==> src/rtl/sipo_pkg.sv <==
// Shared types and helpers for the sipo_deser serial-to-parallel path.
// Bit-order encoding and counter sizing live here.
package sipo_pkg;

  typedef enum logic {
    MSB_FIRST = 1'b0,
    LSB_FIRST = 1'b1
  } bit_order_e;

  function automatic int calc_cnt_w(input int width);
    return $clog2(width + 1);
  endfunction

endpackage

==> src/rtl/sipo_out_stage.sv <==
// One-word valid/ready holding register for sipo_deser.
// Loads completed words, hands them off, flags drops.
module sipo_out_stage
  import sipo_pkg::*;
#(
  parameter int WIDTH = 8
) (
  input  logic             clk,
  input  logic             rst,
  input  logic             clear,
  input  logic             word_done,
  input  logic [WIDTH-1:0] word,
  input  logic             m_ready,
  output logic             m_valid,
  output logic [WIDTH-1:0] m_data,
  output logic             overflow
);

  logic stall;

  assign stall = m_valid && !m_ready;

  always_ff @(posedge clk) begin
    if (!rst) begin
      m_valid  <= 1'b0;
      m_data   <= '0;
      overflow <= 1'b0;
    end else if (clear) begin
      m_valid  <= 1'b0;
      overflow <= 1'b0;
    end else if (word_done) begin
      // A held, unaccepted word wins; the new one is dropped.
      if (stall) begin
        overflow <= 1'b1;
      end else begin
        m_data  <= word;
        m_valid <= 1'b1;
      end
    end else if (m_valid && m_ready) begin
      m_valid <= 1'b0;
    end
  end

endmodule

==> src/rtl/sipo_deser.sv <==
// Parametrised serial-in/parallel-out deserializer with per-word
// bit order and a registered valid/ready output stage.
module sipo_deser
  import sipo_pkg::*;
#(
  parameter int WIDTH         = 8,
  parameter bit DEF_LSB_FIRST = 1'b0,
  parameter int CNT_W         = calc_cnt_w(WIDTH)
) (
  input  logic             clk,
  input  logic             rst,
  input  logic             clear,
  input  logic             s_en,
  input  logic             serial_in,
  input  logic             lsb_first,
  output logic             m_valid,
  input  logic             m_ready,
  output logic [WIDTH-1:0] m_data,
  output logic [CNT_W-1:0] bit_cnt,
  output logic [WIDTH-1:0] mon_shift,
  output logic             overflow
);

  localparam bit_order_e DEF_ORDER = bit_order_e'(DEF_LSB_FIRST);
  localparam logic [CNT_W-1:0] LAST = CNT_W'(WIDTH - 1);

  logic [WIDTH-1:0] shift_q;
  logic [WIDTH-1:0] shift_nxt;
  logic [CNT_W-1:0] cnt_q;
  bit_order_e       order_q;
  bit_order_e       order_eff;
  logic             accept;
  logic             start;
  logic             done;

  assign accept = s_en && !clear;
  assign start  = (cnt_q == '0);
  assign done   = accept && (cnt_q == LAST);

  // The first bit of a word uses the freshly sampled order.
  assign order_eff = start ? bit_order_e'(lsb_first) : order_q;

  always_comb begin
    shift_nxt = shift_q;
    unique case (order_eff)
      LSB_FIRST: shift_nxt = {serial_in, shift_q[WIDTH-1:1]};
      MSB_FIRST: shift_nxt = {shift_q[WIDTH-2:0], serial_in};
      default:   shift_nxt = shift_q;
    endcase
  end

  always_ff @(posedge clk) begin
    if (!rst || clear) begin
      shift_q <= '0;
      cnt_q   <= '0;
      order_q <= DEF_ORDER;
    end else if (accept) begin
      shift_q <= shift_nxt;
      order_q <= order_eff;
      cnt_q   <= done ? '0 : cnt_q + CNT_W'(1);
    end
  end

  sipo_out_stage #(
    .WIDTH(WIDTH)
  ) u_out (
    .clk      (clk),
    .rst      (rst),
    .clear    (clear),
    .word_done(done),
    .word     (shift_nxt),
    .m_ready  (m_ready),
    .m_valid  (m_valid),
    .m_data   (m_data),
    .overflow (overflow)
  );

  assign bit_cnt   = cnt_q;
  assign mon_shift = shift_q;

endmodule

==> config.mk <==
export PLATFORM = sky130hd
export DESIGN_NAME = sipo_deser
export DESIGN_NICKNAME = d
export VERILOG_FILES = /design/src/rtl/sipo_pkg.sv /design/src/rtl/sipo_out_stage.sv /design/src/rtl/sipo_deser.sv
export SDC_FILE = /design/constraint.sdc
export NUM_CORES = 1
export LEC_CHECK = 0
export ABC_CLOCK_PERIOD_IN_PS = 2860
export CELL_PAD_IN_SITES_DETAIL_PLACEMENT = 1
export CELL_PAD_IN_SITES_GLOBAL_PLACEMENT = 1
export CORE_MARGIN = 2
export CORE_UTILIZATION = 40
export DETAILED_ROUTE_END_ITERATION = 6
export PLACE_DENSITY_LB_ADDON = 0.2
export SYNTH_ARGS = -nofsm -noshare
export SYNTH_HDL_FRONTEND = slang
export SYNTH_SLANG_ARGS = --single-unit
==> constraint.sdc <==
create_clock -name clk -period 2.86 [get_ports clk]
set_clock_uncertainty 0.2 [all_clocks]
set_input_delay 0.429 -clock clk [delete_from_list [all_inputs] [get_ports clk]]
set_output_delay 0.429 -clock clk [all_outputs]
set_load 0.05 [all_outputs]
Yosys cells after proc, flatten, opt, wreduce, memory -nomap -nowiden
Index checks and enable logic that the tools add are counted.
Storage, ports and cells
  word-level logic and storage cells: 33
  output and inout port bits: 22
  flip-flop bits (word level): 23
  input port bits: 7
Operators by class
  add/subtract/negate cells: 1
  bitwise gates (word level): 4
  muxes and demuxes: 6
  reduce and logical (&&, ||, !) cells: 14
  equal/unequal tests: 2
Operators with widths (count)
  8-bit case mux with 2 select lines: 1
  4-bit by 1-bit adder with 4-bit output (second input constant): 1
  4-bit by 3-bit == test with 1-bit output (second input constant): 1
  1-bit logical AND: 4
  4-bit logical NOT: 1
  1-bit 2-to-1 mux: 4
  4-bit 2-to-1 mux: 1
  1-bit inverter: 4
  2-bit AND reduction: 2
  1-bit logical NOT: 3
  3-bit AND reduction: 1
  2-bit inequality test (second input constant): 1
  2-bit nonzero test: 1
  2-bit OR reduction: 1
  1-bit logical OR: 1

Logic depth before layout (Yosys ltp)
  depth after elaboration: 5
  gate-level depth with buffers: 6
  gate-level depth less buffers: 5

By module
From an unflattened synthesis, not the netlist that was laid out.
Second synthesis, totals
  cell total of the unflattened synthesis: 122
  area total of the unflattened synthesis: 1152.4 µm²
By module, submodules not included
  sipo_deser: area an instance 742.0 µm², instances 1, cells each 78
  sipo_out_stage: area an instance 410.4 µm², instances 1, cells each 44

Worst setup path after synthesis
OpenSTA, ideal clock, no wires.
  kind: register to register
  from: register cnt_q[0] (netlist: bit_cnt[0])
  to: register u_out.m_data[0]
  path slack: 812 ps
  data arrival time: 1768 ps
  period minus slack after synthesis: 2048 ps
  cell stages (with the launch flop): 7
  library setup time: 79 ps
  data required time: 2581 ps
  path buffers: 1
  path through: dfxtp_1 -> inv_1 -> ha_1 -> nor3b_1 -> buf_6 -> mux2_4 -> a211oi_2
On the way
  cells in the longest elaborated chain, start to end: 4
  elaborated cells on any way between the ends: 7
Ends and longest elaborated chain
  from (decl): RTL line sipo_deser.sv:29  | logic [CNT_W-1:0] cnt_q;
  from (signal assigned): RTL line sipo_deser.sv:60  | cnt_q <= done ? '0 : cnt_q + CNT_W'(1);
  4-bit logical NOT: RTL line sipo_deser.sv:37  | assign start = (cnt_q == '0);
  1-bit 2-to-1 mux: RTL line sipo_deser.sv:41  | assign order_eff = start ? bit_order_e'(lsb_first) : order_q;
  1-bit inverter: RTL line sipo_deser.sv:45  | unique case (order_eff)
  8-bit case mux with 2 select lines: RTL line sipo_deser.sv:45
  to (signal assigned): RTL line sipo_out_stage.sv:36  | m_data <= word;
  to (decl): RTL line sipo_out_stage.sv:15  | output logic [WIDTH-1:0] m_data,
Parallel ways exist; a longest one is shown, timed or not.
A chain may end at the register's enable or synchronous reset.

Worst setup path after layout
  from: register cnt_q[2] (netlist: bit_cnt[2])
  to: output port bit_cnt[2]
RTL lines
  to (decl): RTL line sipo_deser.sv:19  | output logic [CNT_W-1:0] bit_cnt,
No word-level cell between the ends.

==> PnR_summary.wiki <==
{| class="wikitable"
! Metric !! Value
|-
| Outcome || completed
|-
| Total nets after synthesis || 129
|-
| Clock net sink count || 23
|-
| Count of warnings emitted by yosys || 0
|-
| Wire length of the first global-routing pass || 4940 um
|-
| Setup violations, final || 0
|-
| Top-level port count || 29
|-
| Post-synthesis cell count || 120
|-
| Count of endpoints failing hold in the final timing report || 0
|-
| Post_cts resized || 0
|-
| CTS hold repair buffers || 0
|-
| Leakage power figure || 0.565 nW
|-
| Combined area of all synthesized cells || 0.00123 sq mm
|-
| Final global-route overflow total || 0
|-
| Wire length per cell || 16.3 um
|-
| Initial Util || 41.2%
|-
| Largest driver fanout on the critical path || 5
|-
| Worst Hold Class || register to register
|-
| Worst slew pin tran || 1.01 ns
|-
| Pin count of the biggest net entering global routing || 23
|-
| Worst path top cell family by delay || buffers and inverters
|-
| Most common cell after layout, fill and taps aside || sky130_fd_sc_hd__clkdlybuf4s50_1
|-
| Routed via count divided by cell count || 5.55
|-
| Final period util || 79.8%
|-
| Die width || 59.4 um
|-
| Clock insertion delay at the later pin of the skew report || 0.32 ns
|-
| Area growth from synthesis to final layout || 26.0%
|-
| Final-report max-slew violation count || 0
|-
| Max transition margin || 32.2%
|-
| Number of buffers on the longest clock path || 2
|-
| Kind of critical path || register to output pin
|-
| Number of global-route vias before repair || 1,054
|-
| Arr. time, crit path || 1.65 ns
|-
| Die footprint || 0.00353 sq mm
|-
| Routed Wire Length || 2890 um
|-
| Minimum setup slack in the final design || 0.579 ns
|-
| Total CTS buffers || 3
|-
| Count of buffer and inverter cells on the critical path || 1
|-
| Kind of capture point of the worst setup path || output pin
|-
| Count of antenna diodes in the layout || 0
|-
| Clock period minus final worst setup slack || 2.28 ns
|-
| Clock H-tree levels || 1
|-
| Placer congestion estimate || 0.670
|-
| # Max-Cap Violations || 0
|-
| Initial drt markers || 16
|-
| Post-DRT Antenna Nets || 0
|-
| Critical-path top delay cell || sky130_fd_sc_hd__clkdlybuf4s50_1
|-
| IR drop worst, VDD || 257 uV
|-
| Detailed-route DRC error count || 0
|-
| Crit start category || register
|-
| Antenna violations before repair || 0
|-
| Layout Cells excl Fill || 178
|-
| Placed Cells incl. Taps || 174
|-
| Top achievable clock speed || 0.438 GHz
|-
| Number of vias after detailed routing || 988
|-
| Root buffer selected by CTS || sky130_fd_sc_hd__clkbuf_4
|-
| Vertical die dimension || 59.4 um
|-
| Router iterations before antenna repair || 5
|-
| TritonCTS clock tree || yes
|-
| Average instance area after synthesis || 10.2 sq um
|-
| RSZ-0062 raised after global routing || no
|-
| Setup total negative slack || 0 ns
|-
| Post-synthesis sequential area ratio || 37.5%
|-
| End-of-flow core utilization || 51.9%
|-
| Area inside the core boundary || 0.00298 sq mm
|-
| Register clock-pin slew on the reported worst setup and hold paths || 0.13 ns
|-
| Number of synthesized register bits || 23
|-
| Hold WS || 0.291 ns
|-
| Overall track demand over capacity in global routing || 18.6%
|-
| Post-CTS Setup Bufs || 0
|-
| Biggest cell delay along the critical path || 0.86 ns
|-
| Count of input and output buffers || 28
|-
| Unique cell type count in the Yosys netlist || 27
|-
| Critical path cell sequence || clkdlybuf4s50_1
|-
| Required time of the critical path || 2.23 ns
|-
| Worst setup timing slack at the placement stage || 0.594 ns
|-
| Site row count || 20
|-
| Most frequent cells in the layout || sky130_fd_sc_hd__clkdlybuf4s50_1 (28), sky130_fd_sc_hd__dfxtp_1 (23), sky130_fd_sc_hd__mux2i_1 (17)
|-
| Power density normalized to cell area || 376 mW/mm^2
|-
| HPWL Detailed || 2130 um
|-
| Fraction of layout cells with a size suffix above 1 || 17.2%
|-
| Nets || 155
|}
[layout make-up]
class	instances	area, sq um
Clock buffer	3	22.5
Inverter	5	18.8
Clock inverter	1	5.00
Fill cell	328	1430
Tap cell	33	41.3
Sequential cell	23	460
Multi-Input combinational cell	82	696
Timing Repair Buffer	31	303
[flip-flops by register name (all words and copies together) (netlist names)]
name,flops
u_out.m_data,8
mon_shift,8
order_q,1
u_out.overflow,1
u_out.m_valid,1
bit_cnt,4
[cell families (layout without fill, tap and decap cells)]
| group | after synthesis | count (layout) | synth area share (%) |
|---|---|---|---|
| compound gates | 38 | 38 | 22.1 |
| mux | 25 | 25 | 23.6 |
| flops | 23 | 23 | 37.5 |
| simple gates | 15 | 15 | 7.03 |
| buf+inv | 15 | 40 | 6.22 |
| fa+ha+maj | 2 | 2 | 2.04 |
| xor+xnor | 2 | 2 | 1.43 |
[power breakdown]
group          switching, mW  leakage (nW)  internal [mW]
registers            0.00880         0.186          0.326
logic                 0.0516         0.361         0.0410
clock network          0.102        0.0177         0.0524
total                  0.163         0.565          0.419
[routing by layer]
layer | global-route usage [%] | routed length [um] | part of all wire [%] | up-vias
met1 | 23.5 | 1280 | 44 | 470
li1 | - | - | - | 489
met2 | 31.7 | 1460 | 51 | 22
met4 | 5.84 | 51 | 1.8 | 0
met5 | 0 | 0 | 0 | -
met3 | 3.71 | 102 | 3.5 | 7
[stage by stage]
stage	cell area, sq um	total power, mW
after detailed placement	1520	0.435
final	1550	0.582
after CTS	1550	0.590
after global routing	1550	0.609
after floorplan	1230	0.406
after global placement	1520	0.433
[path summary, 6_finish.rpt]
path	cells after the start	end	start	slack, ns
min reg2reg	1	u_out.overflow$_SDFFE_PP0P_	u_out.overflow$_SDFFE_PP0P_	0.29
max	1	bit_cnt[2]	bit_cnt[2]$_SDFFE_PP0P_	0.58
min	1	u_out.overflow$_SDFFE_PP0P_	u_out.overflow$_SDFFE_PP0P_	0.29
max reg2reg	5	u_out.m_data[2]$_SDFFE_PN0P_	bit_cnt[0]$_SDFFE_PP0P_	0.60
[synthesized netlist by cell type]
master | number | area, sq um
sky130_fd_sc_hd__dfxtp_1 | 23 | 460
sky130_fd_sc_hd__mux2i_1 | 17 | 170
sky130_fd_sc_hd__a21oi_1 | 11 | 55.1
sky130_fd_sc_hd__a211oi_2 | 8 | 100
sky130_fd_sc_hd__a31oi_1 | 8 | 50.1
sky130_fd_sc_hd__mux2_4 | 8 | 120
sky130_fd_sc_hd__o21ai_0 | 8 | 40.0
sky130_fd_sc_hd__clkbuf_1 | 5 | 18.8
sky130_fd_sc_hd__inv_1 | 5 | 18.8
sky130_fd_sc_hd__buf_4 | 3 | 22.5
sky130_fd_sc_hd__nand2_1 | 3 | 11.3
sky130_fd_sc_hd__and3_1 | 2 | 12.5
sky130_fd_sc_hd__ha_1 | 2 | 25.0
sky130_fd_sc_hd__nand2b_1 | 2 | 12.5
sky130_fd_sc_hd__nor2_1 | 2 | 7.51
sky130_fd_sc_hd__nor3b_1 | 2 | 15.0
sky130_fd_sc_hd__a211o_1 | 1 | 8.76
sky130_fd_sc_hd__a21bo_2 | 1 | 10.0
sky130_fd_sc_hd__and4b_1 | 1 | 10.0
sky130_fd_sc_hd__buf_2 | 1 | 5.00
sky130_fd_sc_hd__buf_6 | 1 | 11.3
sky130_fd_sc_hd__nand3_1 | 1 | 5.00
sky130_fd_sc_hd__nand4_1 | 1 | 6.26
sky130_fd_sc_hd__nor2b_1 | 1 | 6.26
sky130_fd_sc_hd__o21a_1 | 1 | 7.51
sky130_fd_sc_hd__xnor2_1 | 1 | 8.76
sky130_fd_sc_hd__xor2_1 | 1 | 8.76
No activity file was read; power rests on OpenSTA's default activity.
